===== src/rtl/debug_unit.sv =====
// Debug controller: decodes host command bytes to load instruction memory, run/step the CPU and
// stream the register file or a pipeline latch back LSB-first; each byte waits on the transmitter's done pulse.
module debug_unit #(
  parameter int SIZE            = 32,
  parameter int MAX_INSTRUCTION = 64,
  parameter int IF_ID_SIZE      = 32,
  parameter int ID_EX_SIZE      = 129,
  parameter int EX_MEM_SIZE     = 77,
  parameter int MEM_WB_SIZE     = 71
) (
  input  logic                   i_clk,
  input  logic                   i_rst,
  input  logic [7:0]             i_rx_data,
  input  logic                   i_rx_valid,
  output logic [7:0]             o_tx_data,
  output logic                   o_tx_start,
  input  logic                   i_tx_done,
  output logic                   o_imem_we,
  output logic [31:0]            o_imem_addr,
  output logic [SIZE-1:0]        o_imem_data,
  output logic                   o_cpu_stall,
  output logic                   o_cpu_rst,
  output logic [4:0]             o_reg_addr,
  input  logic [SIZE-1:0]        i_reg_data,
  input  logic [IF_ID_SIZE-1:0]  i_if_id,
  input  logic [ID_EX_SIZE-1:0]  i_id_ex,
  input  logic [EX_MEM_SIZE-1:0] i_ex_mem,
  input  logic [MEM_WB_SIZE-1:0] i_mem_wb,
  input  logic                   i_halt
);

  typedef enum logic [2:0] {
    IDLE, LOAD_CNT, LOAD_BYTE, LOAD_WRITE, SEND_LOAD, SEND_BYTE, SEND_WAIT
  } state_t;

  localparam logic [7:0] CMD_REGS      = 8'h01;
  localparam logic [7:0] CMD_IF_ID     = 8'h02;
  localparam logic [7:0] CMD_ID_EX     = 8'h03;
  localparam logic [7:0] CMD_EX_MEM    = 8'h04;
  localparam logic [7:0] CMD_MEM_WB    = 8'h05;
  localparam logic [7:0] CMD_LOAD      = 8'h07;
  localparam logic [7:0] CMD_CONT      = 8'h08;
  localparam logic [7:0] CMD_STEP_MODE = 8'h09;
  localparam logic [7:0] CMD_STEP      = 8'h0A;
  localparam logic [7:0] CMD_START     = 8'h0D;

  localparam int CW           = $clog2(MAX_INSTRUCTION + 1);
  localparam int IF_ID_BYTES  = (IF_ID_SIZE + 7) / 8;
  localparam int ID_EX_BYTES  = (ID_EX_SIZE + 7) / 8;
  localparam int EX_MEM_BYTES = (EX_MEM_SIZE + 7) / 8;
  localparam int MEM_WB_BYTES = (MEM_WB_SIZE + 7) / 8;
  localparam int MAX_A        = (IF_ID_BYTES > ID_EX_BYTES) ? IF_ID_BYTES : ID_EX_BYTES;
  localparam int MAX_B        = (EX_MEM_BYTES > MEM_WB_BYTES) ? EX_MEM_BYTES : MEM_WB_BYTES;
  localparam int BUFW         = 8 * ((MAX_A > MAX_B) ? MAX_A : MAX_B);

  state_t          state, state_nxt;
  logic            step_mode, running, step_pulse, cpu_rst_q;
  logic [CW-1:0]   instr_cnt, instr_idx;
  logic [1:0]      byte_idx;
  logic [31:0]     word_asm;
  logic [2:0]      sel_q;
  logic [BUFW-1:0] send_buf;
  logic [7:0]      send_idx, send_total;
  logic            dump_regs;

  assign dump_regs = (sel_q == 3'd1);

  always_ff @(posedge i_clk) begin
    if (!i_rst) state <= IDLE;
    else        state <= state_nxt;
  end

  always_comb begin
    state_nxt   = state;
    o_tx_start  = 1'b0;
    o_tx_data   = '0;
    o_reg_addr  = '0;
    o_imem_we   = 1'b0;
    o_imem_addr = '0;
    o_imem_data = '0;
    o_cpu_rst   = cpu_rst_q;
    // The CPU only runs from IDLE; any load or dump freezes it.
    o_cpu_stall = !((state == IDLE) && running && (!step_mode || step_pulse));
    case (state)
      IDLE: begin
        if (i_rx_valid) begin
          case (i_rx_data)
            CMD_LOAD: state_nxt = LOAD_CNT;
            CMD_REGS, CMD_IF_ID, CMD_ID_EX, CMD_EX_MEM, CMD_MEM_WB: state_nxt = SEND_LOAD;
            default: state_nxt = IDLE;
          endcase
        end
      end
      LOAD_CNT:  if (i_rx_valid) state_nxt = (i_rx_data == 8'd0) ? IDLE : LOAD_BYTE;
      LOAD_BYTE: if (i_rx_valid && byte_idx == 2'd3) state_nxt = LOAD_WRITE;
      LOAD_WRITE: begin
        o_imem_we   = 1'b1;
        o_imem_addr = {{(30-CW){1'b0}}, instr_idx, 2'b00};
        o_imem_data = SIZE'(word_asm);
        state_nxt   = (instr_idx == instr_cnt - CW'(1)) ? IDLE : LOAD_BYTE;
      end
      SEND_LOAD: state_nxt = SEND_BYTE;
      SEND_BYTE, SEND_WAIT: begin
        o_tx_start = (state == SEND_BYTE);
        if (dump_regs) begin
          o_reg_addr = send_idx[6:2];
          o_tx_data  = i_reg_data[{send_idx[1:0], 3'b000} +: 8];
        end else begin
          o_tx_data  = 8'(send_buf >> {send_idx, 3'b000});
        end
        if (state == SEND_BYTE)
          state_nxt = SEND_WAIT;
        else if (i_tx_done)
          state_nxt = (send_idx == send_total - 8'd1) ? IDLE : SEND_BYTE;
      end
      default: state_nxt = IDLE;
    endcase
  end

  always_ff @(posedge i_clk) begin
    if (!i_rst) begin
      step_mode  <= 1'b0;
      running    <= 1'b0;
      step_pulse <= 1'b0;
      cpu_rst_q  <= 1'b0;
      instr_cnt  <= '0;
      instr_idx  <= '0;
      byte_idx   <= '0;
      word_asm   <= '0;
      sel_q      <= '0;
      send_buf   <= '0;
      send_idx   <= '0;
      send_total <= '0;
    end else begin
      step_pulse <= 1'b0;
      cpu_rst_q  <= 1'b0;
      if (cpu_rst_q) running <= 1'b1;
      case (state)
        IDLE: begin
          if (i_rx_valid) begin
            case (i_rx_data)
              CMD_LOAD:      running   <= 1'b0;
              CMD_CONT:      step_mode <= 1'b0;
              CMD_STEP_MODE: step_mode <= 1'b1;
              CMD_STEP:      if (running && step_mode && !i_halt) step_pulse <= 1'b1;
              CMD_START:     cpu_rst_q <= 1'b1;
              CMD_REGS, CMD_IF_ID, CMD_ID_EX, CMD_EX_MEM, CMD_MEM_WB: sel_q <= i_rx_data[2:0];
              default: ;
            endcase
          end
        end
        LOAD_CNT: begin
          if (i_rx_valid) begin
            instr_cnt <= (int'(i_rx_data) > MAX_INSTRUCTION) ? CW'(MAX_INSTRUCTION) : CW'(i_rx_data);
            instr_idx <= '0;
            byte_idx  <= '0;
          end
        end
        LOAD_BYTE: begin
          if (i_rx_valid) begin
            word_asm[{byte_idx, 3'b000} +: 8] <= i_rx_data;
            byte_idx <= byte_idx + 2'd1;
          end
        end
        LOAD_WRITE: instr_idx <= instr_idx + CW'(1);
        SEND_LOAD: begin
          send_idx <= '0;
          case (sel_q)
            3'd2:    begin send_buf <= BUFW'(i_if_id);  send_total <= 8'(IF_ID_BYTES);  end
            3'd3:    begin send_buf <= BUFW'(i_id_ex);  send_total <= 8'(ID_EX_BYTES);  end
            3'd4:    begin send_buf <= BUFW'(i_ex_mem); send_total <= 8'(EX_MEM_BYTES); end
            3'd5:    begin send_buf <= BUFW'(i_mem_wb); send_total <= 8'(MEM_WB_BYTES); end
            default: begin send_buf <= '0;              send_total <= 8'd128;          end
          endcase
        end
        SEND_WAIT: if (i_tx_done) send_idx <= send_idx + 8'd1;
        default: ;
      endcase
      // Halt has the last word so it beats a coincident step or start.
      if (i_halt) running <= 1'b0;
    end
  end

endmodule


===== config.mk =====
export PLATFORM = sky130hd
export DESIGN_NAME = debug_unit
export DESIGN_NICKNAME = d
export VERILOG_FILES = /design/src/rtl/debug_unit.sv
export SDC_FILE = /design/constraint.sdc
export NUM_CORES = 1
export LEC_CHECK = 0
export ABC_AREA = 1
export CAP_MARGIN = 5
export CORE_AREA = 2 2 170 172
export CTS_CLUSTER_DIAMETER = 40
export CTS_CLUSTER_SIZE = 20
export DETAILED_ROUTE_END_ITERATION = 6
export DIE_AREA = 0 0 172 174
export PLACE_DENSITY = 0.77
export RECOVER_POWER = 25
export SLEW_MARGIN = 20
export SYNTH_ARGS = -nofsm -noshare
export SYNTH_HDL_FRONTEND = slang
export SYNTH_SLANG_ARGS = --single-unit

===== constraint.sdc =====
create_clock -name i_clk -period 3.7 [get_ports i_clk]
set_input_delay 0.74 -clock i_clk [delete_from_list [all_inputs] [get_ports i_clk]]
set_output_delay 0.74 -clock i_clk [all_outputs]
set_load 0.05 [all_outputs]

After elaboration in Yosys (flattened, before gate mapping)
Index checks and enable logic that the tools add are counted.
{"block": "word_totals", "out_inout_bits": 81, "word_cells": 119, "regBits": 210}
{"block": "op_classes", "n_eq_ne": 30, "n_bitwise": 1, "reduce_logical": 28, "addsub": 6, "shift": 4, "mux": 36, "n_lt_le_gt_ge": 1}
{"operator": "129-bit one-hot mux with 4 select lines", "n": 1}
{"operator": "136-bit by 11-bit >> shifter with 8-bit output", "n": 1}
{"operator": "32-bit bitwise mux", "n": 1}
{"operator": "8-bit by 4-bit equality test with 1-bit output (second input constant)", "n": 4}
{"operator": "32-bit 2-to-1 mux", "n": 1}
{"operator": "8-bit one-hot mux with 4 select lines", "n": 1}
{"operator": "8-bit by 7-bit variable shift with 32-bit output (first input constant)", "n": 1}
{"operator": "32-bit by 6-bit indexed part select with 8-bit output", "n": 1}
{"operator": "8-bit by 7-bit indexed part select with 32-bit output", "n": 1}
{"operator": "8-bit by 3-bit equality test with 1-bit output (second input constant)", "n": 3}
{"operator": "8-bit 2-to-1 mux", "n": 3}
{"operator": "3-bit 2-to-1 mux", "n": 6}
{"operator": "3-bit one-hot mux with 6 select lines", "n": 1}
{"operator": "8-bit by 2-bit equality test with 1-bit output (second input constant)", "n": 2}
{"operator": "8-bit one-hot mux with 2 select lines", "n": 1}
{"operator": "3-bit equality test (second input constant)", "n": 5}
{"operator": "7-bit 2-to-1 mux", "n": 2}
{"operator": "7-bit one-hot mux with 2 select lines", "n": 1}
{"operator": "3-bit by 2-bit equality test with 1-bit output (second input constant)", "n": 4}
{"operator": "3-bit AND reduction", "n": 4}
{"operator": "5-bit 2-to-1 mux", "n": 2}
{"operator": "2-bit inequality test (second input constant)", "n": 5}
{"operator": "9-bit 2-to-1 mux", "n": 1}
{"operator": "8-bit by 1-bit adder with 8-bit output (second input constant)", "n": 1}
{"operator": "28 further kinds", "n": 53}

Longest topological paths before layout
Gate-level depths: netlist of the first run.
{"block": "logic_depth", "word_depth": 6, "ltp_mapped": 15, "depth_no_buf": 15}

Worst setup path before layout of the first run
OpenSTA, ideal clock, no wires.
{"block": "synth_path", "path_kind": "reg-to-output", "from": "register state[0]", "to": "output o_tx_data[2]", "path_slack_ns": 0.040, "arrival_time_ns": 2.920, "path_stages_with_launch": 10, "n_path_buf": 1, "path_cell_list": "dfxtp_1 > inv_1 > nor2_1 > inv_1 > nor2_1 > inv_1 > nand2_1 > inv_1 > clkbuf_1 > nor3_1"}
{"block": "synth_between", "elab_chain_len": 3}
{"element": "start: declaration", "line": "56", "source": "state_t state, state_nxt;"}
{"element": "start signal: assignment", "line": "70", "source": "else state <= state_nxt;"}
{"element": "3-bit equality test", "line": "84", "source": "case (state)"}
{"element": "2-bit OR reduction (*)", "line": "84"}
{"element": "8-bit 2-to-1 mux (*)", "line": "84"}
{"element": "end: declaration", "line": "15", "source": "output logic [7:0] o_tx_data,"}
Mark *: on every way between the ends. The rest lies on a longest branch, timed or not.

Worst setup path after layout of the first run
{"block": "layout_path", "from": "register send_idx[1]", "to": "output o_tx_data[6]"}
{"block": "layout_between", "elab_chain_len": 3}
{"element": "start: declaration", "line": "63", "source": "logic [7:0] send_idx, send_total;"}
{"element": "start signal: assignment", "line": "176", "source": "SEND_WAIT: if (i_tx_done) send_idx <= send_idx + 8'd1;"}
{"element": "136-bit by 11-bit >> shifter with 8-bit output or 32-bit by 6-bit indexed part select with 8-bit output (tied branches)", "line": "109, 107"}
{"element": "8-bit 2-to-1 mux (*)", "line": "105", "source": "if (dump_regs) begin"}
{"element": "8-bit 2-to-1 mux (*)", "line": "84"}
Marked as above.

==> summary.md, run 1 <==
| Metric | Value |
|---|---|
| Final setup vio count | `0` |
| I/O pin count | `435` |
| Clock root buffer | `clkbuf_16` |
| Avg WL per Cell | `18.1 um` |
| Total wire length | `43900 um` |
| Status | `finished with violations` |
| Post-synthesis simple-gate area fraction | `18.5%` |
| Failing checks | `capacitance limit, slew limit` |
| Critical Path AT | `2730 ps` |
| Pin count of the biggest net entering global routing | `90` |
| Total number of vias | `12800` |
| H-tree depth | `1` |
| Die area | `29900 um2` |
| Distinct cells, synth | `42` |
| RSZ-0062 raised after global routing | `false` |
| Least-Margin Pin Slew | `2250 ps` |
| Later-pin clock latency in the skew report | `560 ps` |
| CTS tree | `done` |
| Number of buffers added on ports | `409` |
| Synth top area cells | `dfxtp_1 (36%), inv_1 (9.7%), o21ai_0 (8.0%)` |
| PD cells | `331 nW/um2` |
| Hold depth | `2` |
| Setup TNS | `0 ps` |
| Reg2Reg Depth | `5` |
| Req. time, crit path | `2960 ps` |
| Peak supply drop | `324 uV` |
| DRC viols | `0` |
| Commonest non-fill, non-tap cells in the layout | `clkdlybuf4s50_1 (357), inv_1 (288), nand2_1 (230)` |
| Hold Path Class | `flop to flop` |
| Die Wd | `172 um` |
| XOR/XNOR Fraction of Synth Area | `0.236%` |
| Clock skew | `34.0 ps` |
| Post-synthesis sequential area ratio | `36.2%` |
| Max-cap violation count | `2` |
| Commonest non-fill, non-tap cell in the layout | `clkdlybuf4s50_1` |
| First-pass GRT wire length | `66400 um` |
| Clock Power Share | `50.0%` |
| Final Hold Viols | `0` |
| Switching part of the total power | `24.4%` |
| Compound-cell area share of the yosys netlist | `28.5%` |
| Placed cell areas | `15800 um2` |
| Overflow after GRT | `0` |
| Multiplexer share of the synthesized area | `0%` |
| Worst setup EP type | `primary output` |
| Sink Count | `201` |
| Dpl hpwl | `32800 um` |
| Sw Pwr | `1.35 mW` |
| Synthesis-stage register bit count | `201` |
| Sequential power share | `39.0%` |
| Initial DRC Count | `1076` |
| Fin crit period | `3470 ps` |
| Layout cell share with drive strength beyond 1 | `7.20%` |
| Setup Buffers After CTS | `0` |
| Dpl cells | `2373` |
| Clock Path Buffers | `3` |
| Die height | `174 um` |
| Vias per Instance | `5.28` |
| NumNets Final | `2382` |
| Post-Syn Area | `11100 um2` |
| CORE AREA | `28200 um2` |
| Crit share post-route | `93.7%` |
| ANT nets after route | `0` |
| Pleak | `6.46 nW` |
| Yosys warnings | `0` |
| Clk slew on worst S/H paths | `60 ps` |
| Adder-cell share of the synthesized area | `1.01%` |
| Top cell type's share of synthesized area | `36.2%` |
| Total track usage | `27.7%` |
| Layout area overhead | `51.1%` |
| Worst Path Max Fanout | `24` |
| Number of global-route vias before repair | `12400` |
| Top cell type by total area after synthesis | `dfxtp_1` |
| CTS Buf Count | `28` |
| Fill count | `2573` |
| Starting density of the core | `39.4%` |
| Combinational Power Share | `11.0%` |
| Slew Viols, Final | `105` |
| Layout Cells excl Fill | `2426` |
| Drt first pass iters | `5` |
| Peak Freq | `288 MHz` |
| CTS Hold Bufs | `0` |
| Slew margin rel. | `-50.2%` |
| Critical path class | `flop to primary output` |
| Mapped Cells | `1667` |
| Final RePlAce weighted congestion | `0.954` |
| Largest family of logic cells by synthesized area | `compound AO/OA/AOI/OAI gates` |
| # rows | `62` |
| Synth Area per Inst | `6.67 um2` |
| Cts repair resizes | `0` |
| Worst setup SP type | `flop` |
| Initial antenna violation count | `0` |
| Post-route cell area | `16800 um2` |
| PnR Total Power | `5.56 mW` |
| Pint | `4.20 mW` |
layout make-up:
cell class / count / area (um2) / area share, %
Clock inverter: 20 / 250 / 1.49
Tap cell: 384 / 480 / 2.86
Multi-Input combinational cell: 1065 / 5490 / 32.7
Clock buffer: 32 / 736 / 4.38
Antenna cell: 1 / 2.50 / 0.0149
Inverter: 295 / 1110 / 6.59
Timing Repair Buffer: 428 / 4700 / 28.0
Sequential cell: 201 / 4030 / 24.0
state kept, by name, indices dropped and copies added (netlist names):
signal      cells
instr_cnt       7
state           3
byte_idx        2
sel_q           3
word_asm       32
send_buf      129
step_mode       1
send_total      6
o_cpu_rst       1
step_pulse      1
running         1
send_idx        8
instr_idx       7
metrics by stage:
stage	setup WS [ps]	util [%]	hold slack (ps)
2_1_floorplan	40.0	-	423
4_1_cts	192	59.5	455
5_1_grt	85.2	59.5	478
3_3_place_gp	824	56.0	436
6_report	233	59.5	453
3_5_place_dp	790	56.0	443
cell families after synthesis:
logic type               after synthesis
AO/OA/AOI/OAI                        530
AND/OR/NAND/NOR                      498
buffers and inverters                425
flip-flops                           201
adder cells (fa/ha/maj)                9
XOR/XNOR                               3
other                                  1
synth_stat cells:
| library cell | instances |
|---|---|
| inv_2 | 7 |
| o221a_2 | 6 |
| o22ai_1 | 62 |
| nand3_1 | 64 |
| nand2_1 | 230 |
| xnor2_1 | 1 |
| ha_1 | 9 |
| xor2_1 | 2 |
| nor2_1 | 154 |
| inv_1 | 288 |
| o21ai_1 | 38 |
| o221ai_1 | 2 |
| nor3_2 | 1 |
| nor2_4 | 1 |
| buf_1 | 6 |
| clkbuf_1 | 72 |
| nor2_2 | 1 |
| nor3_1 | 30 |
| nand4_1 | 5 |
| buf_4 | 25 |
| nor3b_1 | 1 |
| nor3_4 | 1 |
| nand2_2 | 2 |
| and3_1 | 1 |
| a221oi_1 | 72 |
| nor4_1 | 4 |
| a22o_1 | 6 |
| a32o_1 | 1 |
| conb_1 | 1 |
| dfxtp_1 | 201 |
| o31ai_1 | 1 |
| a31oi_1 | 8 |
| o21ai_0 | 178 |
| a21oi_1 | 125 |
| a211oi_1 | 24 |
| a21boi_0 | 1 |
| nand3b_1 | 1 |
| o211ai_1 | 4 |
| buf_2 | 27 |
| a311oi_1 | 1 |
| o21a_1 | 1 |
| or2_2 | 2 |
critical path: stages, from the launching register on:
cell,delay [ps]
dfxtp_2,310
inv_1,600
buf_4,270
a21oi_1,50
o21ai_0,110
nand2_1,130
nand2_1,80
nand3_1,70
a21oi_1,220
nor3_1,120
buf_12,180
power groups by stage:
stage               logic (mW)  registers, mW  clock network [mW]
floorplan                0.196           2.22                   0
global placement         0.601           2.22                   0
detailed placement       0.605           2.22                   0
CTS                      0.609           2.17                2.80
global route             0.650           2.17                2.90
finish                   0.612           2.17                2.78
routing by layer:
metal / wire length [um] / track usage (%) / vias to the layer above
met2: 21300 / 48.9 / 558
met4: 898 / 6.13 / 0
met3: 3750 / 5.40 / 80
met5: 0 / 0 / -
met1: 18000 / 34.8 / 5925
li1: - / - / 6239
path summary, 6_finish.rpt:
path                             start                         to  slack (ps)
max           send_idx[1]$_SDFFE_PN0P_               o_tx_data[6]         230
min          send_buf[97]$_SDFFE_PN0P_  send_buf[97]$_SDFFE_PN0P_         450
max reg2reg      state[2]$_SDFFE_PN0P_  send_buf[74]$_SDFFE_PN0P_         760
min reg2reg  send_buf[97]$_SDFFE_PN0P_  send_buf[97]$_SDFFE_PN0P_         450
No activity file was read; power rests on OpenSTA's default activity.
==> run 2: changes to the inputs <==
==> constraint.sdc (replaced) <==
create_clock -name i_clk -period 3.7 [get_ports i_clk]
set_input_delay 0.555 -clock i_clk [delete_from_list [all_inputs] [get_ports i_clk]]
set_output_delay 0.555 -clock i_clk [all_outputs]
set_load 0.05 [all_outputs]
==> run 2 against run 1 <==
Effect of this change:
- the flow now finishes without violations
- combinational power about the same
- clock skew decreased by 8.9 ps
- utilization decreased by 1.2 points
- worst hold slack improved by 0.99 ps
- sequential share of layout area increased by 0.51 points
==> summary.md, run 2 (same netlist as run 1, synthesis figures left out) <==
| Metric | Value |
|---|---|
| Pleak | `6.38 nW (-1.2%)` |
| NumNets Final | `2382 (unchanged)` |
| H-tree depth | `1 (unchanged)` |
| CTS tree | `done` |
| Multi-input logic area | `5480 um2 (-0.18%)` |
| Fin crit period | `3360 ps (-104 ps)` |
| Sink Count | `201 (unchanged)` |
| Clock root buffer | `clkbuf_16` |
| Initial antenna violation count | `1 (+1)` |
| Critical path class | `flop to primary output` |
| Status | `completed` |
| I/O pin count | `435 (unchanged)` |
| Pin count of the biggest net entering global routing | `90 (unchanged)` |
| PnR Total Power | `5.62 mW (+1.1%)` |
| Layout area overhead | `48.0%` |
| Crit share post-route | `90.9% (-2.8 points)` |
| Total track usage | `27.6% (-0.14 points)` |
| Least-Margin Pin Slew | `1130 ps (-1120 ps)` |
| Commonest non-fill, non-tap cells in the layout | `clkdlybuf4s50_1 (360), inv_1 (291), nand2_1 (230)` |
| Setup slack after layout | `337 ps (+104 ps)` |
| Drt first pass iters | `7 (+2)` |
| Top Registers | `send_buf x129, word_asm x32, send_idx x8` |
| GR Layer Usage met1 | `34.1% (-0.75 points)` |
| Clock skew | `25.2 ps (-8.86 ps)` |
| Hold_ws | `454 ps (+0.995 ps)` |
| Final Hold Viols | `0 (unchanged)` |
| Fill count | `2613 (+1.6%)` |
| Peak supply drop | `379 uV (+17%)` |
| # rows | `62 (unchanged)` |
| Pint | `4.29 mW (+2.0%)` |
| Max FFs per register | `129 (unchanged)` |
| Worst setup EP type | `primary output` |
| Sw Pwr | `1.33 mW (-1.5%)` |
| Met3 Use GR | `6.10% (+0.71 points)` |
| Clock Power Share | `50.5% (+0.5 points)` |
| Pre-CTS WS | `873 ps (+83.3 ps)` |
| Dpl hpwl | `32700 um (-0.34%)` |
| Total wire length | `43400 um (-1.1%)` |
| Grt met2 use | `46.9% (-2.0 points)` |
| Critical Path AT | `2810 ps (+80 ps)` |
| Area occupied by registers | `4030 um2 (unchanged)` |
| Final setup vio count | `0 (unchanged)` |
| Busiest grt layer | `met2` |
| Layout cell share with drive strength beyond 1 | `6.81% (-0.39 points)` |
| Switching part of the total power | `23.7% (-0.63 points)` |
| Slew Viols, Final | `0 (-100%)` |
| Avg WL per Cell | `17.9 um (-1.0%)` |
| Register bank with the most flops | `send_buf` |
| Number of buffers added on ports | `409 (unchanged)` |
| Req. time, crit path | `3140 ps (+180 ps)` |
| CORE AREA | `28200 um2 (unchanged)` |
| Sequential power share | `38.6% (-0.4 points)` |
| Slew margin rel. | `24.3% (+74 points)` |
| RSZ-0062 raised after global routing | `false` |
| Setup TNS | `0 ps (unchanged)` |
| Combinational Power Share | `10.9% (about the same)` |
| N_diodes | `0 (-1)` |
| Max-cap violation count | `0 (-2)` |
| Later-pin clock latency in the skew report | `550 ps (about the same)` |
| Overflow after GRT | `0 (unchanged)` |
| Die height | `174 um (unchanged)` |
| Cts repair resizes | `0 (unchanged)` |
| ANT nets after route | `0 (unchanged)` |
| Die area | `29900 um2 (unchanged)` |
| Vias per Instance | `5.28 (+0.11%)` |
| Die Wd | `172 um (unchanged)` |
| First-pass GRT wire length | `65600 um (-1.2%)` |
| Setup Buffers After CTS | `0 (unchanged)` |
| Hold Path Class | `flop to flop` |
| Total number of vias | `12800 (+0.070%)` |
| Clock Path Buffers | `3 (unchanged)` |
| Starting density of the core | `39.4% (unchanged)` |
| Number of global-route vias before repair | `12300 (-0.48%)` |
| CTS Buf Count | `28 (unchanged)` |
| Clk slew on worst S/H paths | `60 ps (about the same)` |
| CTS Hold Bufs | `0 (unchanged)` |
| Worst setup SP type | `flop` |
| Initial DRC Count | `949 (-12%)` |
| Worst Path Max Fanout | `89 (+270%)` |
| PD cells | `342 nW/um2 (+3.3%)` |
| DRC viols | `0 (unchanged)` |
| Peak Freq | `297 MHz (+3.1%)` |
| Commonest non-fill, non-tap cell in the layout | `clkdlybuf4s50_1` |
| Final RePlAce weighted congestion | `0.942 (-1.3%)` |
run 2: cell types whose count changed in the layout (fill, tap and decap cells not counted), sizes merged:
cell and change:
bufinv +1, buf -3, clkinvlp +2, inv +3
clkbuf -1, diode -1, clkinv -7, dlygate4sd3 +2
clkdlybuf4s50 +3
run 2: critical path: stages, from the launching register on:
cell	delay, ps
dfxtp_2	330
buf_4	630
o21ai_0	200
nand3_1	140
nand3_1	160
nand3_1	140
a21oi_1	100
nor3_1	340
buf_12	190
run 2: metrics by stage:
stage / instance area [um2] / utilization (%) / cells
detailed placement: 15400 / 54.7 / 2373
finish: 16400 / 58.2 / 2425
global route: 16400 / 58.2 / 2425
CTS: 16500 / 58.3 / 2425
global placement: 15400 / 54.7 / 2373
floorplan: 11200 / - / 1691
run 2: cell type report:
type / count / area share (%)
multi-input cells: 1065 / 33.3
repair buffers: 428 / 26.4
flip-flops and latches: 201 / 24.5
inverters: 295 / 6.73
clock buffers: 33 / 4.50
well taps: 384 / 2.92
clock inverters: 19 / 1.70
run 2: worst paths after layout:
path	start	end	slack, ps	depth (start not counted)
hold reg to reg	word_asm[16]$_SDFFE_PN0P_	word_asm[16]$_SDFFE_PN0P_	450	2
setup / recovery	send_idx[0]$_SDFFE_PN0P_	o_tx_data[6]	340	8
hold / removal	word_asm[16]$_SDFFE_PN0P_	word_asm[16]$_SDFFE_PN0P_	450	2
setup reg to reg	state[2]$_SDFFE_PN0P_	send_buf[110]$_SDFFE_PN0P_	600	5
run 2: layer usage:
layer  vias to the layer above  routed length [um]
met5                         -                  16
met1                      5889               17500
met4                         2                1580
li1                       6236                   -
met2                       578               20500
met3                       106                3810
run 2: power groups by stage:
stage,registers (mW),logic (mW),clock network (mW)
floorplan,2.22,0.196,0
global placement,2.22,0.602,0
detailed placement,2.22,0.606,0
CTS,2.17,0.611,2.88
global route,2.17,0.653,2.98
finish,2.17,0.614,2.84
==> run 3: changes to the inputs <==
CTS_BUF_LIST = sky130_fd_sc_hd__clkbuf_16   (was default)
==> run 3 against run 2 <==
Effect of this change:
- routed wire length fell by 0.37%
- die area did not move
- clock-buffer cell count fell by 5
- fmax fell by 0.24%
- register-to-register slack improved by 30 ps
- utilization fell by 0.053 points
- clock skew rose by 2.2 ps
- critical endpoint unchanged
- largest cell class unchanged
==> summary.md, run 3 (same netlist as run 1, synthesis figures left out) <==
| Metric | Value |
|---|---|
| Starting density of the core | `39.4% (unchanged)` |
| Pin count of the biggest net entering global routing | `90 (unchanged)` |
| Drt first pass iters | `6 (-1)` |
| CP peak stage delay | `700 ps (+70 ps)` |
| R2R setup slack | `630 ps (+30 ps)` |
| Total track usage | `27.6% (-0.029 points)` |
| Post-route cell area | `16400 um2 (about the same)` |
| Setup Buffers After CTS | `0 (unchanged)` |
| Overflow after GRT | `0 (unchanged)` |
| Die Wd | `172 um (unchanged)` |
| Clock skew | `27.4 ps (+2.19 ps)` |
| Critical path class | `flop to primary output` |
| N_diodes | `0 (unchanged)` |
| Die area | `29900 um2 (unchanged)` |
| Worst setup EP type | `primary output` |
| Clock Path Buffers | `3 (unchanged)` |
| Layout area overhead | `47.9% (about the same)` |
| Number of global-route vias before repair | `12300 (-0.089%)` |
| Vias per Instance | `5.24 (-0.79%)` |
| Layout cell share with drive strength beyond 1 | `6.76% (-0.049 points)` |
| Worst-path cell chain | `inv_1 > buf_4 > o21ai_0 > o221a_2 > nor3_1 > buf_12` |
| Critical Path AT | `2820 ps (about the same)` |
| ANT nets after route | `0 (unchanged)` |
| Initial antenna violation count | `1 (unchanged)` |
| Final RePlAce weighted congestion | `0.942 (unchanged)` |
| PD cells | `339 nW/um2 (-0.91%)` |
| DRC viols | `0 (unchanged)` |
| Slew Viols, Final | `0 (unchanged)` |
| CORE AREA | `28200 um2 (unchanged)` |
| H-tree depth | `1 (unchanged)` |
| First-pass GRT wire length | `65500 um (about the same)` |
| Reg2Reg Depth | `8 (+3)` |
| Total wire length | `43300 um (-0.37%)` |
| Avg WL per Cell | `17.8 um (-0.37%)` |
| Req. time, crit path | `3140 ps (about the same)` |
| Final setup vio count | `0 (unchanged)` |
| Min-delay src | `word_asm[5]$_SDFFE_PN0P_` |
| Commonest non-fill, non-tap cells in the layout | `clkdlybuf4s50_1 (360), inv_1 (294), nand2_1 (230)` |
| Status | `completed` |
| # rows | `62 (unchanged)` |
| Placed cell areas | `15400 um2 (unchanged)` |
| I/O pin count | `435 (unchanged)` |
| Total number of vias | `12700 (-0.79%)` |
| NumNets Final | `2382 (unchanged)` |
| Crit share post-route | `91.1% (+0.22 points)` |
| Peak supply drop | `386 uV (+2.0%)` |
| CTS Buf Count | `28 (unchanged)` |
| R2R Path Start | `state[2]$_SDFFE_PN0P_` |
| Clk slew on worst S/H paths | `60 ps (about the same)` |
| Final Hold Viols | `0 (unchanged)` |
| Cts repair resizes | `0 (unchanged)` |
| Commonest non-fill, non-tap cell in the layout | `clkdlybuf4s50_1` |
| Min-Delay Endpoint | `word_asm[5]$_SDFFE_PN0P_` |
| CTS tree | `done` |
| RSZ-0062 raised after global routing | `false` |
| Number of buffers added on ports | `409 (unchanged)` |
| Clock root buffer | `clkbuf_16` |
| Setup TNS | `0 ps (unchanged)` |
| Max-cap violation count | `0 (unchanged)` |
| Fin crit period | `3370 ps (+7.97 ps)` |
| Later-pin clock latency in the skew report | `550 ps (about the same)` |
| Peak Freq | `297 MHz (-0.24%)` |
| Least-Margin Pin Slew | `1090 ps (-40.5 ps)` |
| Max FFs per register | `129 (unchanged)` |
| Pleak | `6.38 nW (about the same)` |
| Hold Path Class | `flop to flop` |
| Worst setup SP type | `flop` |
| Worst Path Max Fanout | `29 (-67%)` |
| Hold depth | `2 (unchanged)` |
| Initial DRC Count | `1071 (+13%)` |
| Top Registers | `send_buf x129, word_asm x32, send_idx x8` |
| Worst R2R End | `send_buf[1]$_SDFFE_PN0P_` |
| Sink Count | `201 (unchanged)` |
| Register bank with the most flops | `send_buf` |
| Slowest CP cell | `inv_1` |
| CTS Hold Bufs | `0 (unchanged)` |
| Dpl hpwl | `32700 um (unchanged)` |
| Slew margin rel. | `26.5% (+2.2 points)` |
| Die height | `174 um (unchanged)` |
[run 3: changes by cell type in the layout (fill, tap and decap cells not counted), sizes merged]
cell and delta:
clkbuf -5, inv +3, clkinv +2
[run 3: critical path, delay by kind of cell, from the launching register on]
kind	cells	cell delay, ps
buf+inv	3	1200
flops	1	310
simple gates	1	340
compound gates	2	400
[run 3: power by group]
part	switching, mW	internal [mW]
Sequential	0.00218	2.17
Combinational	0.249	0.365
Clock	1.08	1.71
Total	1.33	4.24
[run 3: worst max path at each step]
stage	start	end	slack [ps]	cells after the start
6_report	send_idx[1]$_SDFFE_PN0P_	o_tx_data[6]	330	6
5_1_grt	state[0]$_SDFFE_PN0P_	o_reg_addr[1]	140	9
4_1_cts	state[0]$_SDFFE_PN0P_	o_reg_addr[0]	310	9
3_5_place_dp	state[0]$_SDFFE_PN0P_	o_reg_addr[0]	870	9
3_3_place_gp	state[0]$_SDFFE_PN0P_	o_reg_addr[2]	930	9
2_1_floorplan	state[0]$_SDFFE_PN0P_	o_tx_data[2]	220	9
[run 3: cell type report]
cell class,instances,area [um2]
flip-flops and latches,201,4030
clock buffers,28,701
clock inverters,24,299
repair buffers,428,4330
fillers,2609,11800
inverters,295,1110
multi-input cells,1065,5480
well taps,384,480
[run 3: per-stage QoR]
step / cells / power, mW / util (%) / setup WS (ps) / hold slack, ps
after floorplan: 1691 / 2.41 / - / 225 / 423
after global placement: 2373 / 2.82 / 54.7 / 928 / 437
after detailed placement: 2373 / 2.82 / 54.7 / 873 / 445
after CTS: 2425 / 5.61 / 58.2 / 306 / 454
after global routing: 2425 / 5.75 / 58.2 / 136 / 482
final: 2425 / 5.57 / 58.2 / 329 / 454
[run 3: per-layer routing]
layer | global-route usage, % | part of all wire (%)
met4 | 9.59 | 3.5
met1 | 33.9 | 40
met5 | 0 | 0.037
met3 | 6.12 | 8.8
met2 | 47.1 | 48
